$ cat src/rtl/muldiv_unit.sv
// Iterative RV64M multiply/divide engine that sits beside the EX-stage ALU.
// One shift-add or restoring-divide step is done per clock on operand
// magnitudes, and the sign is fixed up when the result is loaded. The
// pipeline is stalled while the op runs. The result is registered with its
// rd tag and is valid for one cycle.
module muldiv_unit #(
  parameter int unsigned XLEN = 64
) (
  input  logic            clk_i,
  input  logic            rst_i,
  input  logic            start_i,
  input  logic            flush_i,
  input  logic            word_i,
  input  logic [2:0]      funct3_i,
  input  logic [4:0]      rd_i,
  input  logic [XLEN-1:0] op1_i,
  input  logic [XLEN-1:0] op2_i,
  output logic            stall_o,
  output logic            busy_o,
  output logic            valid_o,
  output logic [4:0]      rd_o,
  output logic [XLEN-1:0] result_o
);

  localparam int unsigned HX = XLEN / 2;
  localparam int unsigned CW = $clog2(XLEN);

  typedef enum logic [1:0] {IDLE, RUN, DONE} state_t;

  state_t              state_q, state_d;
  logic [CW-1:0]       cnt_q;
  logic [2:0]          f3_q;
  logic                word_q;
  logic [4:0]          rd_q;
  logic                neg_q;
  logic                rneg_q;
  logic [XLEN-1:0]     a_q;
  logic [2*XLEN-1:0]   p_q;

  // Decode of the op presented in EX
  logic                is_div, w_eff, sgn1, sgn2, neg1, neg2;
  logic                div0, ovf, accept, special;
  logic [XLEN-1:0]     e1, e2, mag1, mag2, dvd_sx, min_val, spec_res, init_a;
  logic [2*XLEN-1:0]   init_p;

  // Iteration datapath
  logic                run, st_div;
  logic [XLEN-1:0]     st_a;
  logic [2*XLEN-1:0]   st_p, p_next;
  logic [XLEN:0]       mul_sum, rem_sh, rem_diff;

  // Result assembly
  logic [2*XLEN-1:0]   prod_f;
  logic [XLEN-1:0]     quo_f, rem_f, fin_v, fin_res;

  function automatic logic [XLEN-1:0] sext_w(input logic [XLEN-1:0] v);
    return {{HX{v[HX-1]}}, v[HX-1:0]};
  endfunction

  function automatic logic [XLEN-1:0] zext_w(input logic [XLEN-1:0] v);
    return {{HX{1'b0}}, v[HX-1:0]};
  endfunction

  // Operand signedness, magnitudes, special-case detection and initial step state
  always_comb begin
    is_div = funct3_i[2];
    // word_i only matters for MULW and the divide family
    w_eff  = word_i & (is_div | (funct3_i[1:0] == 2'b00));
    // MULW keeps only the low half of the product, which is sign-agnostic,
    // so it runs as an unsigned multiply with no sign fix-up
    if (is_div) begin
      sgn1 = ~funct3_i[0];
      sgn2 = ~funct3_i[0];
    end else begin
      sgn1 = ~(funct3_i[1] & funct3_i[0]) & ~w_eff;
      sgn2 = ~funct3_i[1] & ~w_eff;
    end
    e1 = op1_i;
    e2 = op2_i;
    if (w_eff) begin
      e1 = sgn1 ? sext_w(op1_i) : zext_w(op1_i);
      e2 = sgn2 ? sext_w(op2_i) : zext_w(op2_i);
    end
    neg1    = sgn1 & e1[XLEN-1];
    neg2    = sgn2 & e2[XLEN-1];
    mag1    = neg1 ? ('0 - e1) : e1;
    mag2    = neg2 ? ('0 - e2) : e2;
    dvd_sx  = w_eff ? sext_w(op1_i) : op1_i;
    min_val = w_eff ? {{(HX+1){1'b1}}, {(HX-1){1'b0}}} : {1'b1, {(XLEN-1){1'b0}}};
    div0    = is_div & (e2 == '0);
    ovf     = is_div & ~funct3_i[0] & (e1 == min_val) & (e2 == '1);
    special = div0 | ovf;
    if (div0)
      spec_res = funct3_i[1] ? dvd_sx : '1;
    else
      spec_res = funct3_i[1] ? '0 : dvd_sx;
    init_a = is_div ? mag2 : mag1;
    if (!is_div)
      init_p = {{XLEN{1'b0}}, mag2};
    else if (w_eff)
      init_p = {{XLEN{1'b0}}, mag1[HX-1:0], {HX{1'b0}}};
    else
      init_p = {{XLEN{1'b0}}, mag1};
    accept = (state_q == IDLE) & start_i & ~flush_i;
  end

  // One multiply or divide iteration; the accepting edge runs the first one
  // on freshly decoded operands, RUN edges continue from the registers
  always_comb begin
    run      = (state_q == RUN);
    st_div   = run ? f3_q[2] : is_div;
    st_a     = run ? a_q : init_a;
    st_p     = run ? p_q : init_p;
    mul_sum  = {1'b0, st_p[2*XLEN-1:XLEN]} + ({(XLEN+1){st_p[0]}} & {1'b0, st_a});
    rem_sh   = {st_p[2*XLEN-1:XLEN], st_p[XLEN-1]};
    rem_diff = rem_sh - {1'b0, st_a};
    if (!st_div)
      p_next = {mul_sum, st_p[XLEN-1:1]};
    else if (!rem_diff[XLEN])
      p_next = {rem_diff[XLEN-1:0], st_p[XLEN-2:0], 1'b1};
    else
      p_next = {rem_sh[XLEN-1:0], st_p[XLEN-2:0], 1'b0};
  end

  // Sign correction and half/quotient/remainder selection for the final step
  always_comb begin
    prod_f = neg_q ? ('0 - p_next) : p_next;
    quo_f  = neg_q ? ('0 - p_next[XLEN-1:0]) : p_next[XLEN-1:0];
    rem_f  = rneg_q ? ('0 - p_next[2*XLEN-1:XLEN]) : p_next[2*XLEN-1:XLEN];
    if (f3_q[2])
      fin_v = f3_q[1] ? rem_f : quo_f;
    else if (word_q)
      // after HX steps the 2*HX-bit product sits at p[XLEN+HX-1:HX]
      fin_v = {{HX{1'b0}}, p_next[XLEN-1:HX]};
    else if (f3_q[1:0] == 2'b00)
      fin_v = prod_f[XLEN-1:0];
    else
      fin_v = prod_f[2*XLEN-1:XLEN];
    fin_res = word_q ? sext_w(fin_v) : fin_v;
  end

  // Next-state and pipeline handshake outputs
  always_comb begin
    state_d = state_q;
    unique case (state_q)
      IDLE:    if (accept) state_d = special ? DONE : RUN;
      RUN:     if (cnt_q == '0) state_d = DONE;
      DONE:    state_d = IDLE;
      default: state_d = IDLE;
    endcase
    if (flush_i) state_d = IDLE;
    stall_o = accept | ((state_q == RUN) & ~flush_i);
    busy_o  = (state_q == RUN);
  end

  // State register
  always_ff @(posedge clk_i or posedge rst_i) begin
    if (rst_i) state_q <= IDLE;
    else       state_q <= state_d;
  end

  // Operand latching, iteration registers and result register
  always_ff @(posedge clk_i or posedge rst_i) begin
    if (rst_i) begin
      cnt_q    <= '0;
      f3_q     <= '0;
      word_q   <= 1'b0;
      rd_q     <= '0;
      neg_q    <= 1'b0;
      rneg_q   <= 1'b0;
      a_q      <= '0;
      p_q      <= '0;
      valid_o  <= 1'b0;
      rd_o     <= '0;
      result_o <= '0;
    end else begin
      valid_o <= 1'b0;
      if (accept) begin
        f3_q   <= funct3_i;
        word_q <= w_eff;
        rd_q   <= rd_i;
        neg_q  <= neg1 ^ neg2;
        rneg_q <= neg1;
        if (special) begin
          result_o <= spec_res;
          rd_o     <= rd_i;
          valid_o  <= 1'b1;
        end else begin
          a_q   <= init_a;
          p_q   <= p_next;
          // the first iteration happens on this edge, so the counter holds
          // the number of RUN iterations still to go after it, minus one
          cnt_q <= w_eff ? CW'(HX - 2) : CW'(XLEN - 2);
        end
      end else if ((state_q == RUN) && !flush_i) begin
        p_q   <= p_next;
        cnt_q <= cnt_q - CW'(1);
        if (cnt_q == '0) begin
          result_o <= fin_res;
          rd_o     <= rd_q;
          valid_o  <= 1'b1;
        end
      end
    end
  end

endmodule

$ cat config.mk
export PLATFORM = sky130hd
export DESIGN_NAME = muldiv_unit
export DESIGN_NICKNAME = d
export VERILOG_FILES = /design/src/rtl/muldiv_unit.sv
export SDC_FILE = /design/constraint.sdc
export NUM_CORES = 2
export LEC_CHECK = 0
export CORE_MARGIN = 2
export CORE_UTILIZATION = 45
export DETAILED_ROUTE_END_ITERATION = 6
export HOLD_SLACK_MARGIN = 0.03
export MAX_ROUTING_LAYER = met4
export PLACE_DENSITY_LB_ADDON = 0.2
export SLEW_MARGIN = 0
export SYNTH_ARGS = -nofsm -noshare
export SYNTH_HDL_FRONTEND = slang
export SYNTH_SLANG_ARGS = --single-unit
$ cat constraint.sdc
create_clock -name clk_i -period 26.7 [get_ports clk_i]
set_clock_uncertainty 0.15 [all_clocks]
set_input_delay 5.34 -clock clk_i [delete_from_list [all_inputs] [get_ports clk_i]]
set_output_delay 5.34 -clock clk_i [all_outputs]
set_load 0.02 [all_outputs]
### After elaboration in Yosys (flattened, before gate mapping)

Cells that the tools add are included.

* $add $sub $neg: 8
* equal/unequal tests: 7
* mux-type cells: 53
* bitwise logic cells: 24
* reductions and logical operators: 13

Operators with widths (number)
* $mux 64: 25
* $mux 128: 7
* $sub 1x64->64 const A: 4
* $sub 1x128->128 const A: 1
* $add 64x65->65: 1
* $and 65x64->65: 1
* $sub 65x64->65: 1
* $eq 64x64->1: 1
* $eq 64x64->1 const B: 1
* $logic_not 64->1: 1
* $mux 63: 1
* $mux 6: 4
* $mux 5: 4
* $and 1x1->1: 13
* $mux 2: 4
* $mux 1: 7
* $logic_not 2->1: 3
* $logic_not 6->1: 1
* $not 1->1: 6
* $reduce_and 2->1: 3
* $sub 6x1->6 const B: 1
* $pmux 2 s2: 1
* $reduce_bool 2->1: 2
* $ne 3x2->1 const B: 1
* 9 further kinds: 11

* bits in registers: 281
* bits of input ports: 141
* output and inout port bits: 72
* logic and storage cells: 117

### Logic depth before layout (Yosys ltp)

* word-level depth: 25
* depth in mapped cells: 39
* depth with buffers taken out: 31

### Worst setup path before layout

No wires, ideal clock.

* path type: input -> register
* from: input port funct3_i[0]
* to: register result_o[60]
* setup time: 95 ps
* arrival time: 13343 ps
* data required time: 26455 ps
* path slack: 13112 ps
* stages: 35
* path buffers: 9
* path through: clkbuf_1 > o21bai_1 > nand2_1 > buf_2 > clkbuf_1 > buf_1 > buf_1 > clkbuf_1 > buf_1 > o21ai_0 > nand2_1 > a21oi_1 > nand2_1 > o21ai_0 > ha_1 > buf_2 > nand4_2 > nor4_4 > a32oi_1 > a21bo_2 > and2_4 > a311o_2 > nor2_2 > o221a_2 > buf_2 > ha_1 > o21ai_0 > a221o_1 > nor4_1 > nand4_1 > or3_1 > or4_4 > o211a_1 > o21a_1 > o32ai_2

* cells in the longest elaborated chain, start to end: 25
* elaborated cells between the ends (all ways): 61

Ends and longest elaborated chain
* start, declared: RTL line 14 `input logic [2:0] funct3_i,`
* $logic_not 2->1: RTL line 68 `w_eff = word_i & (is_div | (funct3_i[1:0] == 2'b00));`
* $or 1x1->1: RTL line 68
* $and 1x1->1: RTL line 68
* $not 1->1: RTL line 75, 76
* $and 1x1->1: RTL line 75 `sgn1 = ~(funct3_i[1] & funct3_i[0]) & ~w_eff;`
* $mux 1: RTL line 71 `if (is_div) begin`
* $mux 64: RTL line 81 `e1 = sgn1 ? sext_w(op1_i) : zext_w(op1_i);`
* $mux 64: RTL line 80 `if (w_eff) begin`
* (+9 left out)
* $mux 128: RTL line 127 `prod_f = neg_q ? ('0 - p_next) : p_next;`
* $mux 64: RTL line 135 `else if (f3_q[1:0] == 2'b00)`
* $mux 64: RTL line 132 `else if (word_q)`
* $mux 64: RTL line 130 `if (f3_q[2])`
* $mux 64: RTL line 139 `fin_res = word_q ? sext_w(fin_v) : fin_v;`
* $mux 64: RTL line 198 `if (cnt_q == '0) begin`
* $mux 64: RTL line 195 `end else if ((state_q == RUN) && !flush_i) begin`
* $mux 64: RTL line 178 `if (accept) begin`
* end signal, assigned: RTL line 185 `result_o <= spec_res;`
* end signal, assigned: RTL line 199 `result_o <= fin_res;`
* end, declared: RTL line 22 `output logic [XLEN-1:0] result_o`

Parallel ways exist; a longest one is shown, timed or not. The select of a mux whose other input is x is not followed.
A chain may end at the register's enable or synchronous reset.

### Worst setup path in the final report

* from: input port funct3_i[2]
* to: register result_o[54]

* cells in the longest elaborated chain, start to end: 24
* elaborated cells between the ends (all ways): 58

Ends and longest elaborated chain (RTL line)
* $or 1x1->1: 68
* $and 1x1->1: 68
* $not 1->1: 75, 76
* $and 1x1->1: 75
* $mux 1: 71
* $mux 64: 81
* $mux 64: 80
* $sub 1x64->64 or $and 1x1->1 (tied branches): 86, 84
* (+8 left out)
* $mux 128: 127
* $mux 64: 135
* $mux 64: 132
* $mux 64: 130
* $mux 64: 139
* $mux 64: 198
* $mux 64: 195
* $mux 64: 178

Parallel ways exist; a longest one is shown, timed or not. The select of a mux whose other input is x is not followed.

==> impl_metrics.yaml <==
power_and_ir_drop:
  p_leak_uw: 0.0168
  power_uw: 4030
  cellPowerDensity_mw_per_mm2: 92.3
  peakVddDrop_mv: 0.0554
layout:
  final_common_cell: "nand2_1"
  syn_to_final_growth_pct: 12.5
  layout.nets: 5858
  final_cells: 6770
  drive_above_1_share: 0.0789
  final_area_sq_mm: 0.0437
  final_cell_mix: "652 x nand2_1, 623 x nor2_1, 541 x a21oi_1"
critical_path:
  crit_required_ns: 27.01
  rrSetupSlack_ns: 15.93
  crit_end: "result_o[54]"
  worstPathMaxFanout: 63
  reg2reg_to: "result_o[54]"
  slowest_stage: "a2111oi_0"
  critPathArrivalTime_ns: 17.46
  start_kind: "primary input"
  worstSetupEndpointType: "flop"
  worstSetupPathType: "in2reg"
  worstRegToRegCells: 21
  critPathMaxStageDelay_ns: 1.10
  crit_start: "funct3_i[2]"
  reg2reg_from: "state_q[1]"
yosys:
  yosys_register_bits: 281
  yosys.cell_types.count: 113
  synth_cells: 5567
  postSynthAreaPerCell_sq_um: 6.98
  async_reset_ff_frac: 1.00
  synth_edf_count: 0
  synth_fp_nets: 5845
  yosysSeqAreaShare: 0.181
  synth.cell_area_sq_mm: 0.0388
  ys.flop_type: "dfrtp_1"
  yosys_warnings: 0
sta:
  finalSetupViolCount: 0
  clock.fmax_mhz: 58.3
  relSlewSlack: -0.0222
  min_period_over_period: 0.642
  tightest_slew_ns: 1.52
  hold_viol_final: 0
  slew_viol_final: 4
  fin_crit_ns: 17.15
  rsz0062_at_grt: "no"
  fin_setup_tns_ns: 0
clock_network:
  clockBufferDepth: 3
  h-tree-depth: 2
  path_clk_slew_ns: 0.06
  cts-root-buf: "clkbuf_16"
  cts_buffers: 40
  tritoncts: "yes"
  postCtsSetupBuffers: 0
  cts_hold_buf: 0
  post_cts_resized: 0
  worstSkewPairLatency_ns: 0.68
  cts_sinks: 281
global_routing:
  antenna_found_initial: 15
  grt_pass1_wl_um: 337000
  grt_usage: 0.540
  grt_pass1_vias: 44000
  grt_start_max_net_pins: 89
  overflow: 0
floorplanning:
  ios: 213
  start_util: 0.455
  dieArea_sq_mm: 0.0887
  rows: 107
  die_h_um: 298
  die_w_um: 298
  core-area_sq_mm: 0.0854
drt:
  routed_wl_um: 243000
  vias: 49600
  vias_per_cell: 7.32
  ant_nets: 0
  first_pass_iters: 7
  drt_iter0_drc: 9056
  drc: 1
  wl_per_cell_um: 35.9
placed_design:
  place_inst: 6681
  port_buffers: 212
  gp_congestion: 1.14
  hpwlAfterDp_um: 187000
  placed_area_sq_mm: 0.0422
flow_run:
  drv_cap: 2
hold_path:
  hp-start: "rd_q[4]"
  hp-class: "reg2reg"
outcome:
  violations: "design-rule violations, max-capacitance violations, max-slew violations"
  status: "complete, but fails checks"
flip-flops by register name, indices dropped and copies added, names as in the netlist, 2 cells and up:
register / cells
result_o: 64
rd_q: 5
cnt_q: 6
a_q: 64
f3_q: 3
state_q: 2
p_q: 128
rd_o: 5
power breakdown:
| part | switching (uW) | internal [uW] |
|---|---|---|
| sequential | 143 | 586 |
| clock | 267 | 357 |
| combinational | 1880 | 800 |
| total | 2290 | 1740 |
layout make-up:
class	count	area [sq um]
diodes	14	35.0
clock buffers	49	1090
clock inverters	25	360
fillers	8704	41700
inverters	80	310
multi-input cells	4795	30000
flip-flops and latches	281	7040
well taps	1144	1430
repair buffers	382	3390
worst min path at each step:
stage	to	slack (ns)	cells past startpoint
2_1_floorplan	p_q[123]	0.28	2
3_3_place_gp	p_q[92]	0.30	2
3_5_place_dp	p_q[29]	0.31	2
4_1_cts	p_q[29]	0.32	2
5_1_grt	p_q[8]	0.35	2
6_report	rd_q[4]	0.32	2
worst max-delay path, delay by kind of cell:
family,cells,cell delay (ns)
compound gates,12,5.05
xor+xnor,1,0.75
fa+ha+maj,1,0.40
buf+inv,3,1.65
mux,2,0.82
simple gates,8,3.33
cells in the mapped netlist (21+ instances only):
master / instances / area (sq um)
nand2_1: 655 / 2460
nor2_1: 629 / 2360
a21oi_1: 541 / 2710
o21ai_0: 419 / 2100
clkbuf_1: 310 / 1160
dfrtp_1: 281 / 7030
xnor2_1: 184 / 1610
nor3_1: 162 / 811
nand3_1: 147 / 736
xor2_1: 139 / 1220
ha_1: 135 / 1690
mux2i_1: 132 / 1320
nand4_1: 121 / 757
and2_1: 97 / 607
a31oi_1: 95 / 594
o211ai_1: 81 / 608
o31ai_1: 78 / 586
inv_1: 77 / 289
or3_1: 77 / 482
mux2_2: 65 / 732
nor4_1: 63 / 394
a211oi_1: 56 / 420
buf_1: 55 / 206
o21a_1: 50 / 375
and3_1: 45 / 282
a21o_1: 42 / 315
nand2b_1: 42 / 263
buf_2: 41 / 205
or4_1: 41 / 308
a221oi_1: 38 / 333
o221ai_1: 37 / 324
or2_2: 31 / 194
o22ai_1: 30 / 188
o21bai_1: 28 / 210
a221o_1: 27 / 270
a21boi_0: 26 / 195
nor2b_1: 26 / 163
maj3_1: 24 / 240
a2111oi_0: 23 / 201
and4_1: 22 / 193
o41ai_1: 21 / 184
metrics by stage:
| stage | hold WS (ns) | util | setup WS (ns) |
|---|---|---|---|
| 2_1_floorplan | 0.280 | - | 13.11 |
| 3_3_place_gp | 0.298 | 0.494 | 9.69 |
| 3_5_place_dp | 0.308 | 0.494 | 9.76 |
| 4_1_cts | 0.325 | 0.511 | 10.34 |
| 5_1_grt | 0.351 | 0.512 | 9.61 |
| 6_report | 0.321 | 0.512 | 9.55 |
logic make-up (layout without fill, tap and decap cells):
logic type | Yosys count | count (layout) | synth area share
XOR/XNOR | 323 | 323 | 0.0728
flip-flops | 281 | 281 | 0.181
AND/OR/NAND/NOR | 2245 | 2245 | 0.278
buffers and inverters | 491 | 536 | 0.0496
other | 0 | 14 | 0
multiplexers | 198 | 198 | 0.0534
AO/OA/AOI/OAI | 1868 | 1868 | 0.314
adder cells (fa/ha/maj) | 161 | 161 | 0.0507
routing by layer:
layer,wire length [um],part of all wire,GRT usage,up-vias
met1,88500,0.36,0.649,23400
met2,94600,0.39,0.730,4281
li1,-,-,-,20800
met4,24300,0.10,0.400,0
met5,0,0,-,-
met3,35300,0.15,0.199,1040
Note: power is estimated with default switching activity, not from simulation.
